$ cat src/rtl/linebuffer_scanout.sv
// Linebuffer read-side engine: fetches 16-pixel words from one bank, applies fine scroll
// and integer pixel repeat, and streams one palette index per pixel clock.
module linebuffer_scanout #(
    parameter int ACTIVE_PX = 640,
    parameter int HSCALE    = 1
) (
    input  logic         clk_pix,
    input  logic         rst_pix,
    input  logic         line_start,
    input  logic         bank,
    input  logic [3:0]   fine,
    output logic [6:0]   addr_pix,
    input  logic [127:0] colour_pix,
    output logic [7:0]   pixel,
    output logic         pixel_valid,
    output logic         line_done
);

    localparam int SRC_PX = ACTIVE_PX / HSCALE;
    localparam int CW     = $clog2(ACTIVE_PX + 1);
    localparam int RW     = (HSCALE > 1) ? $clog2(HSCALE) : 1;

    typedef enum logic [1:0] {IDLE, FILL, RUN} state_t;

    state_t         state_reg, state_next;
    logic           bank_reg;
    logic [3:0]     fine_reg;
    logic [15:0]    last_word_reg;
    logic [15:0]    fetch_idx_reg;
    logic           rd_req_reg;
    logic           rd_vld_reg;
    logic           fill_cnt_reg;
    logic [127:0]   cur_word_reg;
    logic [127:0]   next_word_reg;
    logic           next_full_reg;
    logic [3:0]     byte_idx_reg;
    logic [RW-1:0]  rep_reg;
    logic [CW-1:0]  out_cnt_reg;
    logic [6:0]     addr_reg;
    logic [7:0]     pixel_reg;
    logic           valid_reg;
    logic           done_reg;

    logic           last_out;
    logic           advance;
    logic           word_switch;
    logic           do_fetch;
    logic [127:0]   switch_src;

    function automatic logic [7:0] byte_of(input logic [127:0] w, input logic [3:0] k);
        return w[{k, 3'b000} +: 8];
    endfunction

    always_comb begin
        last_out    = (out_cnt_reg == CW'(ACTIVE_PX));
        advance     = (state_reg == RUN) && !last_out && (rep_reg == RW'(HSCALE - 1));
        word_switch = advance && (byte_idx_reg == 4'd15);
        // Word 1 is requested right behind word 0 so a fine=15 line cannot underrun.
        do_fetch    = (fetch_idx_reg <= last_word_reg) &&
                      (((state_reg == FILL) && !fill_cnt_reg) || word_switch);
        // A word arriving in the very cycle it is needed bypasses the next buffer.
        switch_src  = next_full_reg ? next_word_reg : colour_pix;
    end

    always_comb begin
        state_next = state_reg;
        case (state_reg)
            IDLE:    state_next = IDLE;
            FILL:    if (fill_cnt_reg) state_next = RUN;
            RUN:     if (last_out) state_next = IDLE;
            default: state_next = IDLE;
        endcase
        if (line_start) state_next = FILL;
    end

    always_ff @(posedge clk_pix) begin
        if (rst_pix) state_reg <= IDLE;
        else         state_reg <= state_next;
    end

    always_ff @(posedge clk_pix) begin
        if (rst_pix) begin
            bank_reg      <= 1'b0;
            fine_reg      <= '0;
            last_word_reg <= '0;
            fetch_idx_reg <= '0;
            rd_req_reg    <= 1'b0;
            rd_vld_reg    <= 1'b0;
            fill_cnt_reg  <= 1'b0;
            cur_word_reg  <= '0;
            next_word_reg <= '0;
            next_full_reg <= 1'b0;
            byte_idx_reg  <= '0;
            rep_reg       <= '0;
            out_cnt_reg   <= '0;
            addr_reg      <= '0;
            pixel_reg     <= '0;
            valid_reg     <= 1'b0;
            done_reg      <= 1'b0;
        end else begin
            rd_vld_reg <= rd_req_reg;
            rd_req_reg <= do_fetch;
            done_reg   <= 1'b0;
            if (do_fetch) begin
                addr_reg      <= {bank_reg, fetch_idx_reg[5:0]};
                fetch_idx_reg <= fetch_idx_reg + 16'd1;
            end
            if (line_start) begin
                bank_reg      <= bank;
                fine_reg      <= fine;
                last_word_reg <= (16'(fine) + 16'(SRC_PX - 1)) >> 4;
                addr_reg      <= {bank, 6'd0};
                fetch_idx_reg <= 16'd1;
                rd_req_reg    <= 1'b1;
                rd_vld_reg    <= 1'b0;
                fill_cnt_reg  <= 1'b0;
                next_full_reg <= 1'b0;
                out_cnt_reg   <= '0;
                pixel_reg     <= '0;
                valid_reg     <= 1'b0;
            end else begin
                case (state_reg)
                    FILL: begin
                        fill_cnt_reg <= 1'b1;
                        if (fill_cnt_reg) begin
                            cur_word_reg <= colour_pix;
                            byte_idx_reg <= fine_reg;
                            rep_reg      <= '0;
                            out_cnt_reg  <= CW'(1);
                            pixel_reg    <= byte_of(colour_pix, fine_reg);
                            valid_reg    <= 1'b1;
                        end
                    end
                    RUN: begin
                        if (rd_vld_reg && !word_switch) begin
                            next_word_reg <= colour_pix;
                            next_full_reg <= 1'b1;
                        end
                        if (last_out) begin
                            valid_reg <= 1'b0;
                            pixel_reg <= '0;
                            done_reg  <= 1'b1;
                        end else begin
                            out_cnt_reg <= out_cnt_reg + CW'(1);
                            if (advance) begin
                                rep_reg <= '0;
                                if (word_switch) begin
                                    cur_word_reg  <= switch_src;
                                    byte_idx_reg  <= 4'd0;
                                    pixel_reg     <= switch_src[7:0];
                                    next_full_reg <= 1'b0;
                                end else begin
                                    byte_idx_reg <= byte_idx_reg + 4'd1;
                                    pixel_reg    <= byte_of(cur_word_reg, byte_idx_reg + 4'd1);
                                end
                            end else begin
                                rep_reg <= rep_reg + RW'(1);
                            end
                        end
                    end
                    default: ;
                endcase
            end
        end
    end

    assign addr_pix    = addr_reg;
    assign pixel       = pixel_reg;
    assign pixel_valid = valid_reg;
    // A restart landing on the done cycle takes priority over the done pulse.
    assign line_done   = done_reg & ~line_start;

endmodule
$ cat config.mk
export PLATFORM = sky130hd
export DESIGN_NAME = linebuffer_scanout
export DESIGN_NICKNAME = d
export VERILOG_FILES = /design/src/rtl/linebuffer_scanout.sv
export SDC_FILE = /design/constraint.sdc
export NUM_CORES = 1
export LEC_CHECK = 0
export CAP_MARGIN = 15
export CORE_ASPECT_RATIO = 0.8
export CORE_MARGIN = 2
export CORE_UTILIZATION = 55
export CTS_CLUSTER_DIAMETER = 150
export DETAILED_ROUTE_END_ITERATION = 6
export PLACE_DENSITY = 0.75
export REMOVE_ABC_BUFFERS = 1
export SYNTH_ARGS = -nofsm -noshare
export SYNTH_HDL_FRONTEND = slang
export SYNTH_SLANG_ARGS = --single-unit
$ cat constraint.sdc
create_clock -name clk_pix -period 3.3 [get_ports clk_pix]
set_input_delay 0.495 -clock clk_pix [delete_from_list [all_inputs] [get_ports clk_pix]]
set_output_delay 0.495 -clock clk_pix [all_outputs]
set_load 0.02 [all_outputs]
==> flow_summary.yaml <==
status:
  status: "completed"
synthesis:
  synth-main-ff-cell: "dfxtp_1"
  synthArstFlopShare: 0
  synthCells: 1706
  synth_warnings: 0
  synth_area_um2: 15000
  yosys_register_bits: 319
  synth-edff-count: 0
  ys_types: 60
  syn-mean-instance-area_um2: 8.77
  synth_sequential_area_ratio: 0.427
critical_path:
  r2r_slack_ns: 0.40
  path_class: "reg -> reg"
  startpoint_type: "flop"
  cp-end-kind: "flop"
  reg2regPathDepth: 6
  cp_max_fo: 14
  cp_data_required_time_ns: 3.75
  crit_path_cell_trace: "ha_2, buf_4, mux4_1, mux4_2, a221oi_1, a21oi_1"
  r2r-end: "pixel[4]"
  r2r_start: "byte_idx_reg[1]"
  cp.arrival_ns: 3.35
  cpPeakStageDelay_ns: 0.61
  cp_slowest_cell: "ha_2"
timing:
  max_freq_mhz: 345
  tightest_slew_ns: 1.14
  finalSetupViolCount: 0
  finClkSkew_ns: 0.0254
  min_period_ns: 2.90
  layout_worst_path_cycle_share: 0.878
  rsz0062_at_grt: "false"
  finalHoldViolCount: 0
  max_slew_margin: 0.238
  fin_setup_tns_ns: 0
  drv_slew: 0
power_and_ir_drop:
  ir_worst_vdd_mv: 0.445
  power_leakage_uw: 0.00589
  p_per_area_nw_per_um2: 469
worst_hold_path:
  min_from: "rd_req_reg"
  worstHoldPathType: "reg -> reg"
  hold_path_end: "rd_vld_reg"
  worstHoldPathCells: 1
grt:
  grt_pass1_vias: 12300
  grt_overflow: 0
  grt_max_degree: 145
  antenna_found_initial: 1
  grt_pass1_wl_mm: 65.9
  grt_usage: 0.285
drt:
  vias: 13200
  drt-pass1-iter-count: 5
  drc: 0
  drt_iter0_drc: 1364
  wire_per_inst_um: 19.4
  wirelength_mm: 41.5
  final_antenna_net_count: 0
  via_per_inst: 6.17
place:
  gp_congestion: 0.800
  place_area_um2: 16500
  dp_hpwl_mm: 24.9
  port_buffers: 152
flow_run:
  cap_viol_max_count: 0
cells_and_area:
  drive_gt1_frac: 0.0888
  num-nets-final: 1904
  layout_common_cells: "nand2_1, dfxtp_1, a21oi_1"
  area_delta_synth_final_pct: 17.3
  final_common_cell: "nand2_1"
  fin_area_um2: 17500
cts:
  cts_hold_buf: 0
  cts_setup_buffers: 0
  cts.sinks: 319
  cts_max_level: 1
  cts_tree: "built"
  numCtsBuffers: 31
  path_clk_slew_ns: 0.07
  clockRootBuffer: "clkbuf_16"
  cts.path.max_buffers: 3
  clkLatencyLatePin_ns: 0.57
  cts_repair_resize_count: 0
floorplan:
  die_h_um: 151
  rows: 53
  ioPinCount: 153
  die_w_um: 188
  dieArea_um2: 28500
  start_util: 0.564
  core_um2: 26500
==> cell type report <==
cell class	instances	area [µm²]
diodes	1	2.50
clock buffers	46	922
clock inverters	7	114
fillers	2200	8980
inverters	12	45.0
multi-input cells	1214	7770
flip-flops and latches	319	6390
well taps	357	447
repair buffers	181	1840
==> stage by stage <==
stage                     cells  utilization  setup WS (ns)  hold WS [ns]  total power (µW)
after floorplan            1545            -          -6.25         0.406              4280
after detailed placement   2083        0.622          0.424         0.423              4660
after CTS                  2136        0.661          0.422         0.439              8260
after global routing       2137        0.661          0.341         0.465              8480
after global placement     2083        0.622          0.499         0.425              4650
final                      2137        0.661          0.404         0.435              8230
==> where the power goes <==
group / internal (µW) / leakage [µW] / total [µW] / switching (µW)
logic: 330 / 0.00280 / 662 / 332
clock network: 2150 / 0.000512 / 3640 / 1490
registers: 3890 / 0.00258 / 3930 / 37.4
total: 6360 / 0.00589 / 8230 / 1860
==> routing by layer <==
metal,share of wire,GRT usage,up-vias
met4,0.030,0.0984,0
met5,0,0,-
met1,0.42,0.403,6279
met3,0.091,0.0470,91
met2,0.46,0.446,588
li1,-,-,6230
==> worst max path at each step <==
| stage | startpoint | to |
|---|---|---|
| 2_1_floorplan | state_reg[1] | cur_word_reg[0] |
| 3_3_place_gp | byte_idx_reg[1] | pixel[4] |
| 3_5_place_dp | byte_idx_reg[1] | pixel[4] |
| 4_1_cts | byte_idx_reg[1] | pixel[4] |
| 5_1_grt | byte_idx_reg[1] | pixel[4] |
| 6_report | byte_idx_reg[1] | pixel[4] |
==> logic make-up (layout without fill, tap and decap cells) <==
group | after synthesis | after routing | share of synthesized area
other | 0 | 1 | 0
AND/OR/NAND/NOR | 753 | 753 | 0.212
AO/OA/AOI/OAI | 351 | 351 | 0.158
adder cells (fa/ha/maj) | 9 | 9 | 0.00753
flip-flops | 319 | 319 | 0.427
XOR/XNOR | 7 | 7 | 0.00510
multiplexers | 94 | 94 | 0.135
buffers and inverters | 173 | 246 | 0.0556
==> cell usage after synthesis, types with 2 or more instances <==
cell type,number,area share
and3_1,3,0.0013
o21ai_1,3,0.0010
a221oi_1,9,0.0053
mux2i_1,9,0.0060
o211ai_1,2,0.0010
o21ai_0,21,0.0070
nand3_1,143,0.048
buf_6,12,0.0090
a21boi_0,3,0.0015
buf_4,5,0.0025
buf_1,3,0.00075
or4_1,5,0.0025
dfxtp_1,319,0.43
inv_1,12,0.0030
o21a_1,2,0.0010
a311oi_1,128,0.075
ha_1,9,0.0075
nor3_1,3,0.0010
a21oi_1,164,0.055
xor2_1,5,0.0029
nand4_1,4,0.0017
nor2_1,152,0.038
mux4_1,23,0.040
clkbuf_1,101,0.025
o31ai_1,4,0.0020
nand2b_1,4,0.0017
buf_2,38,0.013
mux2_2,6,0.0045
mux4_2,56,0.084
and2_1,13,0.0054
or3_1,5,0.0021
nand2_1,407,0.10
nor2b_1,4,0.0017
a211oi_1,3,0.0015
==> critical path: cells and delay by family (launching register included) <==
kind            cells  cell delay, ns
mux                 2            1.05
fa+ha+maj           1            0.61
flops               1            0.33
buf+inv             1            0.32
compound gates      2            0.46
Power figures use the tool's default switching activity.
